$ cat src/rtl/mem_ctrl.sv
// mem_ctrl: arbitrates fetch and load/store requests onto a byte-wide RAM/IO bus.
//  clk_in/rst_n_in/rdy_in/clr_in : clock, async active-low reset, global enable, flush
//  if_to_mc_* / mc_to_if_*       : fetch request (level) and one-cycle done pulse with word
//  lsb_to_mc_* / mc_to_lsb_*     : load/store request (level) and one-cycle done pulse with data
//  mem_din/mem_dout/mem_a/mem_wr : byte-wide RAM/IO bus; io_buffer_full stalls IO stores
module mem_ctrl #(
    parameter int                    ADDR_WIDTH   = 32,
    parameter logic [ADDR_WIDTH-1:0] IO_ADDR_BASE = 32'h30000
) (
    input  logic                  clk_in,
    input  logic                  rst_n_in,
    input  logic                  rdy_in,
    input  logic                  clr_in,
    input  logic                  if_to_mc_ready,
    input  logic [ADDR_WIDTH-1:0] if_to_mc_PC,
    output logic                  mc_to_if_ready,
    output logic [31:0]           mc_to_if_inst,
    input  logic                  lsb_to_mc_valid,
    input  logic                  lsb_to_mc_wr,
    input  logic [ADDR_WIDTH-1:0] lsb_to_mc_addr,
    input  logic [1:0]            lsb_to_mc_len,
    input  logic [31:0]           lsb_to_mc_data,
    output logic                  mc_to_lsb_ready,
    output logic [31:0]           mc_to_lsb_data,
    input  logic [7:0]            mem_din,
    output logic [7:0]            mem_dout,
    output logic [ADDR_WIDTH-1:0] mem_a,
    output logic                  mem_wr,
    input  logic                  io_buffer_full
);
    typedef enum logic [1:0] {IDLE, IFETCH, LOAD, STORE} state_t;
    state_t state_q, state_d;
    logic [ADDR_WIDTH-1:0] addr_q, addr_d, mem_a_q, mem_a_d, nxt_a;
    logic [1:0]  nl_q, nl_d, cnt_q, cnt_d, cnt_inc, lsb_nl;
    logic [31:0] data_q, data_d, buf_q, buf_d, inst_q, inst_d, ldata_q, ldata_d, asm_w;
    logic [7:0]  dout_q, dout_d;
    logic        wr_q, wr_d, if_rdy_q, if_rdy_d, lsb_rdy_q, lsb_rdy_d;
    logic        acc_lsb, acc_if, stall_acc, stall_cur, stall_nxt, last;
    // nl = index of the final byte of the access (N-1); len 3 behaves as a word
    assign lsb_nl    = lsb_to_mc_len == 2'd0 ? 2'd0 : lsb_to_mc_len == 2'd1 ? 2'd1 : 2'd3;
    // a port whose done pulse is currently high is not taken again this edge
    assign acc_lsb   = state_q == IDLE && !clr_in && lsb_to_mc_valid && !lsb_rdy_q;
    assign acc_if    = state_q == IDLE && !clr_in && if_to_mc_ready && !if_rdy_q && !acc_lsb;
    assign cnt_inc   = cnt_q + 2'd1;
    assign nxt_a     = addr_q + ADDR_WIDTH'(cnt_inc);
    assign last      = cnt_q == nl_q;
    assign stall_acc = io_buffer_full && lsb_to_mc_addr >= IO_ADDR_BASE;
    assign stall_cur = io_buffer_full && mem_a_q >= IO_ADDR_BASE;
    assign stall_nxt = io_buffer_full && nxt_a >= IO_ADDR_BASE;
    always_ff @(posedge clk_in or negedge rst_n_in) begin
        if (!rst_n_in) state_q <= IDLE;
        else if (rdy_in) state_q <= state_d;
    end
    always_comb begin
        state_d = state_q;
        case (state_q)
            IDLE:         state_d = acc_lsb ? (lsb_to_mc_wr ? STORE : LOAD) : acc_if ? IFETCH : IDLE;
            IFETCH, LOAD: state_d = (clr_in || last) ? IDLE : state_q;
            STORE:        state_d = (wr_q && last) ? IDLE : STORE;
            default:      state_d = IDLE;
        endcase
    end
    // byte cnt of the access is merged into the partially assembled word
    always_comb begin
        asm_w = buf_q;
        asm_w[{cnt_q, 3'b000} +: 8] = mem_din;
    end
    always_comb begin
        addr_d    = addr_q;
        nl_d      = nl_q;
        data_d    = data_q;
        cnt_d     = cnt_q;
        buf_d     = buf_q;
        mem_a_d   = mem_a_q;
        dout_d    = dout_q;
        wr_d      = wr_q;
        if_rdy_d  = 1'b0;
        lsb_rdy_d = 1'b0;
        inst_d    = inst_q;
        ldata_d   = ldata_q;
        case (state_q)
            IDLE: begin
                if (acc_lsb) begin
                    addr_d  = lsb_to_mc_addr;
                    nl_d    = lsb_nl;
                    data_d  = lsb_to_mc_data;
                    cnt_d   = 2'd0;
                    buf_d   = 32'd0;
                    mem_a_d = lsb_to_mc_addr;
                    if (lsb_to_mc_wr) begin
                        dout_d = lsb_to_mc_data[7:0];
                        wr_d   = !stall_acc;
                    end
                end else if (acc_if) begin
                    addr_d  = if_to_mc_PC;
                    nl_d    = 2'd3;
                    cnt_d   = 2'd0;
                    buf_d   = 32'd0;
                    mem_a_d = if_to_mc_PC;
                end
            end
            IFETCH, LOAD: begin
                if (clr_in) begin
                    mem_a_d = '0;
                end else if (last) begin
                    mem_a_d = '0;
                    if (state_q == IFETCH) begin
                        if_rdy_d = 1'b1;
                        inst_d   = asm_w;
                    end else begin
                        lsb_rdy_d = 1'b1;
                        ldata_d   = asm_w;
                    end
                end else begin
                    buf_d   = asm_w;
                    cnt_d   = cnt_inc;
                    mem_a_d = nxt_a;
                end
            end
            STORE: begin
                // wr_q low means the byte at mem_a is still waiting on the IO buffer
                if (!wr_q) begin
                    wr_d = !stall_cur;
                end else if (last) begin
                    wr_d      = 1'b0;
                    lsb_rdy_d = 1'b1;
                    mem_a_d   = '0;
                end else begin
                    cnt_d   = cnt_inc;
                    mem_a_d = nxt_a;
                    dout_d  = data_q[{cnt_inc, 3'b000} +: 8];
                    wr_d    = !stall_nxt;
                end
            end
            default: ;
        endcase
    end
    always_ff @(posedge clk_in or negedge rst_n_in) begin
        if (!rst_n_in) begin
            addr_q    <= '0;
            nl_q      <= 2'd0;
            data_q    <= 32'd0;
            cnt_q     <= 2'd0;
            buf_q     <= 32'd0;
            mem_a_q   <= '0;
            dout_q    <= 8'd0;
            wr_q      <= 1'b0;
            if_rdy_q  <= 1'b0;
            lsb_rdy_q <= 1'b0;
            inst_q    <= 32'd0;
            ldata_q   <= 32'd0;
        end else if (rdy_in) begin
            addr_q    <= addr_d;
            nl_q      <= nl_d;
            data_q    <= data_d;
            cnt_q     <= cnt_d;
            buf_q     <= buf_d;
            mem_a_q   <= mem_a_d;
            dout_q    <= dout_d;
            wr_q      <= wr_d;
            if_rdy_q  <= if_rdy_d;
            lsb_rdy_q <= lsb_rdy_d;
            inst_q    <= inst_d;
            ldata_q   <= ldata_d;
        end
    end
    assign mem_a           = mem_a_q;
    assign mem_dout        = dout_q;
    assign mem_wr          = wr_q && rdy_in;
    assign mc_to_if_ready  = if_rdy_q;
    assign mc_to_if_inst   = inst_q;
    assign mc_to_lsb_ready = lsb_rdy_q;
    assign mc_to_lsb_data  = ldata_q;
endmodule
$ cat config.mk
export PLATFORM = sky130hd
export DESIGN_NAME = mem_ctrl
export DESIGN_NICKNAME = d
export VERILOG_FILES = /design/src/rtl/mem_ctrl.sv
export SDC_FILE = /design/constraint.sdc
export NUM_CORES = 1
export LEC_CHECK = 0
export CAP_MARGIN = 5
export CORE_MARGIN = 2
export CORE_UTILIZATION = 52
export CTS_CLUSTER_SIZE = 28
export DETAILED_ROUTE_END_ITERATION = 10
export GPL_ROUTABILITY_DRIVEN = 0
export HOLD_SLACK_MARGIN = 0.02
export PLACE_DENSITY = 0.81
export SKIP_LAST_GASP = 1
export SLEW_MARGIN = 40
export SYNTH_ARGS = -nofsm -noshare
export SYNTH_HDL_FRONTEND = slang
export SYNTH_SLANG_ARGS = --single-unit
$ cat constraint.sdc
create_clock -name clk_in -period 3.3 [get_ports clk_in]
set_input_delay 0.66 -clock clk_in [delete_from_list [all_inputs] [get_ports clk_in]]
set_output_delay 0.66 -clock clk_in [all_outputs]
set_load 0.1 [all_outputs]
==> results of run 1 <==
per-layer routing:
metal	track usage, %	vias to the layer above	wire length, um
li1	-	4023	-
met3	4.65	40	1570
met4	6.63	2	554
met5	0	-	15
met2	41.5	299	13000
met1	35.8	4135	11800
metrics by stage:
| step | hold WS (ns) | setup WS, ns | instance area (um^2) | cells | utilization, % |
|---|---|---|---|---|---|
| 6_report | 0.0526 | 0.280 | 13300 | 1490 | 68.5 |
| 5_1_grt | 0.0634 | 0.0612 | 13300 | 1490 | 68.5 |
| 2_1_floorplan | 0.364 | 0.258 | 10300 | 1015 | - |
| 3_3_place_gp | 0.462 | 0.239 | 12600 | 1454 | 65.0 |
| 3_5_place_dp | 0.471 | 0.207 | 12600 | 1454 | 65.0 |
| 4_1_cts | 0.0510 | 0.281 | 13300 | 1490 | 68.5 |
path summary, 6_finish.rpt:
path	depth (start not counted)	slack, ns	end
max in group asynchronous	2	2.41	mem_dout[2]$_DFFE_PN0P_
min reg2reg	2	0.48	mc_to_if_inst[25]$_DFFE_PN0P_
min in group clk_in	2	0.48	mc_to_if_inst[25]$_DFFE_PN0P_
max	9	0.28	wr_q$_DFFE_PN0P_
max reg2reg	9	0.28	wr_q$_DFFE_PN0P_
min	1	0.05	mc_to_if_inst[27]$_DFFE_PN0P_
registers in the layout (all words and copies together) (netlist names):
signal	cells
mc_to_if_ready	1
mc_to_lsb_data	32
addr_q	32
wr_q	1
mem_dout	8
cnt_q	2
nl_q	2
state_q	2
mem_a	32
mc_to_lsb_ready	1
buf_q	32
data_q	32
mc_to_if_inst	32
area by class of cell:
cell class                 count  area (um^2)
fill                        1488         6140
sequential                   209         5230
multi-input combinational    715         4800
timing repair buffer         249         2220
clock buffer                  31          614
tap                          265          332
clock inverter                 5         67.6
inverter                      16         60.1
cells by family after synthesis:
kind of cell | Yosys count | synth area share (%)
multiplexers | 90 | 10.3
XOR/XNOR | 32 | 2.71
flip-flops | 209 | 50.6
AND/OR/NAND/NOR | 288 | 13.5
buffers and inverters | 91 | 3.50
AO/OA/AOI/OAI | 294 | 18.0
adder cells (fa/ha/maj) | 11 | 1.40
worst reg2reg max path, delay by kind of cell, from the launching register on:
kind | cells | cell delay [ns]
AO/OA/AOI/OAI | 3 | 0.46
buffers and inverters | 1 | 0.11
flip-flops | 1 | 0.42
adder cells (fa/ha/maj) | 2 | 0.83
AND/OR/NAND/NOR | 3 | 1.09
layout by cell type (no fill, tap or decap), types with 34 or more instances in the layout:
| cell | netlist | final |
|---|---|---|
| dfrtp_1 | 209 | 209 |
| a21oi_1 | 142 | 142 |
| buf_4 | 0 | 131 |
| clkdlybuf4s50_1 | 0 | 112 |
| nor2_1 | 112 | 110 |
| nand2_1 | 61 | 61 |
| mux2_2 | 51 | 51 |
| o21ai_0 | 47 | 47 |
| nor2b_1 | 34 | 34 |
==> out/results.ini, run 1 <==
[die]
dieArea_mm2=0.0210
core_mm2=0.0195
initial_core_util_pct=53.1
rows=51
io_pins=221
die_w_um=145
dieHeight_um=145

[clock_network]
cts_root_buf=clkbuf_16
cts.clk_slew.worst_paths_ns=0.06
clk_path_buf_depth=3
insertion_delay_ns=0.51
clkSinkCount=209
numCtsBuffers=22
post-cts-setup-buffers=0
cts_tree=done
cts_resized=0
holdBufCountCts=0
htreeDepth=1

[sta]
hold_viol=0
rsz0062_at_grt=no
setup_violations=0
slew_headroom_pct=51.1
worst_pin_slew_ns=0.727
clock_skew_ns=0.0132
finalSetupTns_ns=0
fmax_ghz=0.331
period_needed_ns=3.02
finalMaxSlewViolations=0
period_share_pct=91.5

[synth]
async_reset_ff_share_pct=100
yosys_warnings=0
synth_common_cells=dfrtp_1, a21oi_1, nor2_1
synth_ff_type=dfrtp_1
avgSynthCellArea_um2=10.2
synth-seq-cells=209
yosysTopAreaCellShare_pct=50.6
synth_edf_count=0
synth_top_area_cell=dfrtp_1
yosys.cell_count.top_type=dfrtp_1
syn_inst=1015
synth_fp_nets=1140
synthTopCellsByArea=dfrtp_1, a21oi_1, mux2_2
ys_types=55
syn_area_mm2=0.0103
ys_seq_area_share_pct=50.6

[worst_setup_path]
slowest_stage=or4_1
cp-end-kind=register
start_kind=register
cp_max_fo=6
path_cells=inv_1, ha_1, fa_1, and4_1, and3_1, a21oi_1, o22ai_1, or4_1, o41ai_2
critPathTopFamily=simple AND/OR/NAND/NOR gates
required_ns=3.71
r2r-start=cnt_q[1]$_DFFE_PN0P_
critical_path_arrival_ns=3.43
cp-startpoint=cnt_q[1]$_DFFE_PN0P_
max_stage_delay_ns=0.52
path_buf_inv=1
path_class=reg -> reg

[grt]
grt_pass1_vias=8433
antenna_found_initial=1
grt_start_max_net_pins=66
grt_pass1_wl_um=44300
grt_usage_pct=25.6
gr-total-overflow=0

[detailed_routing]
drc=0
first_iter_violations=719
routed_wl_um=26800
firstDrtPassIters=5
ant_nets=0
vias=8499
wire_per_inst_um=18.0
detail_route.vias_per_cell=5.70

[layout]
final_layout_size_suffix_gt1_share_pct=22.4
syn_to_final_growth_pct=28.8
num_antenna_cells=0
fin_nets=1338

[outcome]
status=completed

[worst_hold_path]
min_path_type=in -> async

[placed_design]
io_buffer_count=220
dpl.hpwl_um=18900

[flow_run]
max_cap_viol_count=0

Power of run 1 is left out: the tool's default activity adds up to more than one toggle a clock period on the data nets, which glitch-free logic cannot reach.
==> run 2, diff against run 1 <==
Settings changed: GPL_ROUTABILITY_DRIVEN 0 to default, MAX_ROUTING_LAYER from default to met4.
==> out/results.ini, run 2 (synthesis gave the netlist of run 1 again) <==
[sta]
period_needed_ns=3.00  ; -0.0158 ns
clock_skew_ns=0.00889  ; -0.00426 ns
slew_headroom_pct=48.2  ; -2.9 points
fmax_ghz=0.333  ; +0.53%
rsz0062_at_grt=no
period_share_pct=91.0  ; -0.48 points
finalMaxSlewViolations=0  ; unchanged
setup_violations=0  ; unchanged
worst_pin_slew_ns=0.775  ; +0.0476 ns
hold_viol=0  ; unchanged
finalSetupTns_ns=0  ; unchanged

[clock_network]
insertion_delay_ns=0.51  ; about the same
cts.clk_slew.worst_paths_ns=0.06  ; about the same
cts_tree=done
holdBufCountCts=0  ; unchanged
cts_resized=0  ; unchanged
numCtsBuffers=23  ; +4.5%
clk_path_buf_depth=3  ; unchanged
clkSinkCount=209  ; unchanged
htreeDepth=1  ; unchanged
post-cts-setup-buffers=0  ; unchanged
cts_root_buf=clkbuf_16

[layout]
final_cell_mix=dfrtp_1, a21oi_1, buf_4
final_common_cell=dfrtp_1
multi_input_area_mm2=0.00480  ; unchanged
final_layout_size_suffix_gt1_share_pct=22.8  ; +0.43 points
ff_latch_area_mm2=0.00523  ; unchanged
fill_cells=1484  ; -0.27%
syn_to_final_growth_pct=29.8
fin_nets=1337  ; -0.075%

[detailed_routing]
wire_per_inst_um=18.2  ; +1.1%
first_iter_violations=638  ; -11%
firstDrtPassIters=5  ; unchanged
routed_wl_um=27300  ; +1.6%
ant_nets=0  ; unchanged
detail_route.vias_per_cell=5.75  ; +0.79%
vias=8601  ; +1.2%
drc=0  ; unchanged

[worst_setup_path]
cp_max_fo=6  ; unchanged
cp-end-kind=register
start_kind=register
required_ns=3.70  ; about the same
path_class=reg -> reg
critical_path_arrival_ns=3.41  ; -0.02 ns

[outcome]
status=completed

[die]
die_w_um=145  ; unchanged
rows=51  ; unchanged
dieArea_mm2=0.0210  ; unchanged
dieHeight_um=145  ; unchanged
core_mm2=0.0195  ; unchanged
io_pins=221  ; unchanged
initial_core_util_pct=53.1  ; unchanged

[grt]
gr-total-overflow=0  ; unchanged
grt_usage_pct=26.9  ; +1.3 points
grt_start_max_net_pins=67  ; +1.5%
grt_pass1_wl_um=45300  ; +2.3%
antenna_found_initial=3  ; +2
grt_pass1_vias=8564  ; +1.6%

[placed_design]
io_buffer_count=220  ; unchanged
dpl.hpwl_um=19100  ; +1.4%
gp_congestion=0.945

[flow_run]
max_cap_viol_count=0  ; unchanged

[worst_hold_path]
min_path_type=in -> async

[run 2: cell types whose count changed in the layout (fill, tap and decap cells not counted)]
cell | previous run | this run
inv_6 | 0 | 1
clkinv_8 | 1 | 0
buf_4 | 131 | 128
clkbuf_8 | 4 | 8
bufinv_16 | 1 | 2
buf_12 | 5 | 6
clkbuf_1 | 6 | 3
clkinv_4 | 1 | 0
clkbuf_16 | 22 | 23
clkinv_2 | 1 | 4
diode_2 | 0 | 3
[run 2: layout make-up]
| class | instances | share of cell area, % |
|---|---|---|
| Timing Repair Buffer | 247 | 16.5 |
| Multi-Input combinational cell | 715 | 35.8 |
| Antenna cell | 3 | 0.0559 |
| Sequential cell | 209 | 39.0 |
| Tap cell | 265 | 2.47 |
| Clock inverter | 8 | 0.718 |
| Inverter | 16 | 0.447 |
| Clock buffer | 33 | 5.09 |
[run 2: critical path, cell delays in order (launching register included)]
cell     delay, ns
dfrtp_1       0.42
inv_1         0.10
ha_1          0.36
fa_1          0.46
and4_1        0.27
and3_1        0.28
a21oi_1       0.17
o22ai_1       0.10
or4_1         0.53
o41ai_2       0.20
[run 2: stage by stage]
| step | cell area (um^2) | worst slack, ns | util [%] | std cells | hold WS, ns |
|---|---|---|---|---|---|
| 6_report | 13400 | 0.296 | 69.0 | 1496 | 0.157 |
| 5_1_grt | 13400 | 0.0901 | 69.0 | 1496 | 0.206 |
| 4_1_cts | 13400 | 0.306 | 68.9 | 1493 | 0.165 |
| 3_5_place_dp | 12600 | 0.226 | 64.9 | 1452 | 0.471 |
| 3_3_place_gp | 12600 | 0.246 | 64.9 | 1452 | 0.462 |
| 2_1_floorplan | 10300 | 0.258 | - | 1015 | 0.364 |
[run 2: path summary, 6_finish.rpt]
check	from	end	slack (ns)	cells past startpoint
setup / recovery	cnt_q[1]$_DFFE_PN0P_	wr_q$_DFFE_PN0P_	0.30	9
hold / removal	rst_n_in	mc_to_if_inst[28]$_DFFE_PN0P_	0.16	1
setup reg to reg	cnt_q[1]$_DFFE_PN0P_	wr_q$_DFFE_PN0P_	0.30	9
hold reg to reg	mc_to_if_inst[23]$_DFFE_PN0P_	mc_to_if_inst[23]$_DFFE_PN0P_	0.48	2
max in group asynchronous	rst_n_in	data_q[23]$_DFFE_PN0P_	2.25	2
min in group clk_in	mc_to_if_inst[23]$_DFFE_PN0P_	mc_to_if_inst[23]$_DFFE_PN0P_	0.48	2
[run 2: layer usage]
layer / global-route usage, % / vias to the layer above / routed length (um)
li1: - / 4029 / -
met3: 3.58 / 42 / 1510
met5: - / - / 0
met4: 7.23 / 0 / 605
met2: 42.6 / 286 / 13100
met1: 36.9 / 4244 / 12100
Power of run 2 is left out for the same reason.
==> run 3, diff against run 2 <==
Settings changed: ABC_CLOCK_PERIOD_IN_PS from default to 3300, REMOVE_ABC_BUFFERS from default to 1.
==> out/results.ini, run 3 (synthesis gave the netlist of run 1 again) <==
[die]
die_w_um=145  ; unchanged
core_mm2=0.0195  ; unchanged
dieHeight_um=145  ; unchanged
io_pins=221  ; unchanged
dieArea_mm2=0.0210  ; unchanged
initial_core_util_pct=53.1  ; unchanged
rows=51  ; unchanged

[placed_design]
io_buffer_count=220  ; unchanged
dpl.hpwl_um=19200  ; +0.35%
gp_congestion=0.951  ; +0.64%
place_area_mm2=0.0126  ; about the same

[worst_setup_path]
rr_worst_depth=9  ; unchanged
r2r-start=cnt_q[1]$_DFFE_PN0P_
max_stage_delay_ns=0.48  ; -0.05 ns
path_class=reg -> reg
path_cells=inv_1, ha_1, ha_1, a21oi_1, nor4_4, nand4_1, mux2i_1, or3b_2, o41ai_2
cp-end-kind=register
cp-startpoint=cnt_q[1]$_DFFE_PN0P_
cp_max_fo=5  ; -1
critical_path_arrival_ns=3.45  ; +0.04 ns
critPathTopFamily=simple AND/OR/NAND/NOR gates
path_buf_inv=1  ; unchanged
required_ns=3.70  ; about the same
start_kind=register
crit_cells=9  ; unchanged
cp_common_cell=ha_1
slowest_stage=or3b_2

[sta]
setup_violations=0  ; unchanged
clock_skew_ns=0.0220  ; +0.0131 ns
hold_viol=0  ; unchanged
period_share_pct=92.4  ; +1.4 points
rsz0062_at_grt=no
fmax_ghz=0.328  ; -1.5%
slew_headroom_pct=45.4  ; -2.8 points
finalMaxSlewViolations=0  ; unchanged
period_needed_ns=3.05  ; +0.0466 ns
worst_pin_slew_ns=0.812  ; +0.0372 ns

[detailed_routing]
routed_wl_um=27200  ; about the same
ant_nets=0  ; unchanged
firstDrtPassIters=4  ; -1
wire_per_inst_um=18.3  ; +0.31%
detail_route.vias_per_cell=5.75  ; about the same
first_iter_violations=602  ; -5.6%
vias=8570  ; -0.36%
drc=0  ; unchanged

[outcome]
status=completed

[clock_network]
cts_resized=0  ; unchanged
clk_path_buf_depth=3  ; unchanged
cts_root_buf=clkbuf_16
cts.clk_slew.worst_paths_ns=0.06  ; about the same
post-cts-setup-buffers=0  ; unchanged
insertion_delay_ns=0.51  ; about the same
numCtsBuffers=23  ; unchanged
holdBufCountCts=0  ; unchanged
cts_tree=done
clkSinkCount=209  ; unchanged
htreeDepth=1  ; unchanged

[grt]
gr-total-overflow=0  ; unchanged
grt_start_max_net_pins=71  ; +6.0%
grt_usage_pct=26.9  ; about the same
grt_pass1_vias=8765  ; +2.3%
antenna_found_initial=1  ; -2
grt_pass1_wl_um=45300  ; about the same

[flow_run]
max_cap_viol_count=0  ; unchanged

[layout]
final_cell_mix=dfrtp_1, a21oi_1, buf_4
final_common_cell=dfrtp_1
final_cell_area_mm2=0.0134  ; -0.49%
syn_to_final_growth_pct=29.2
fin_nets=1337  ; unchanged
final_layout_size_suffix_gt1_share_pct=22.6  ; -0.17 points

[worst_hold_path]
min_path_type=in -> async

## run 3: cell types whose count changed in the layout (fill, tap and decap cells not counted), sizes merged
| cell | previous run | this run |
|---|---|---|
| bufinv | 2 | 1 |
| clkbuf | 34 | 32 |
| clkinvlp | 1 | 0 |
| diode | 3 | 1 |
## run 3: final timing paths
path                                                      end  slack [ns]
max in group asynchronous       mc_to_if_inst[11]$_DFFE_PN0P_        2.38
worst max register to register               wr_q$_DFFE_PN0P_        0.25
worst min register to register   mc_to_if_inst[6]$_DFFE_PN0P_        0.49
worst min-delay path                     mem_a[5]$_DFFE_PN0P_        0.15
min in group clk_in              mc_to_if_inst[6]$_DFFE_PN0P_        0.49
worst max-delay path                         wr_q$_DFFE_PN0P_        0.25
## run 3: area by class of cell
| type | count | area, um^2 |
|---|---|---|
| clock buffer | 31 | 646 |
| tap | 265 | 332 |
| multi-input combinational | 715 | 4810 |
| clock inverter | 6 | 62.6 |
| inverter | 16 | 60.1 |
| sequential | 209 | 5230 |
| fill | 1493 | 6100 |
| antenna | 1 | 2.50 |
| timing repair buffer | 247 | 2220 |
## run 3: layer usage
metal / up-vias / wire length [um] / share of wire, % / global-route usage (%)
met1: 4192 / 12000 / 44 / 36.0
met4: 0 / 616 / 2.3 / 7.57
met2: 297 / 12700 / 47 / 41.8
li1: 4026 / - / - / -
met3: 55 / 1860 / 6.8 / 5.79
met5: - / 0 / 0 / -
## run 3: stage by stage
| stage | hold slack, ns | instances | worst slack, ns | setup TNS, ns | utilization [%] |
|---|---|---|---|---|---|
| final | 0.148 | 1490 | 0.249 | 0 | 68.6 |
| after global routing | 0.192 | 1490 | 0.0228 | 0 | 68.6 |
| after CTS | 0.170 | 1489 | 0.271 | 0 | 68.6 |
| after detailed placement | 0.473 | 1452 | 0.207 | 0 | 65.0 |
| after global placement | 0.463 | 1452 | 0.259 | 0 | 65.0 |
| after floorplan | 0.364 | 940 | -5.82 | -677.15 | - |
## run 3: worst register-to-register path: stages (launching register included)
cell,delay [ns]
dfrtp_1,0.41
inv_1,0.10
ha_1,0.35
ha_1,0.32
a21oi_1,0.14
nor4_4,0.44
nand4_1,0.22
mux2i_1,0.18
or3b_2,0.48
o41ai_2,0.29
Power of run 3 is left out for the same reason.
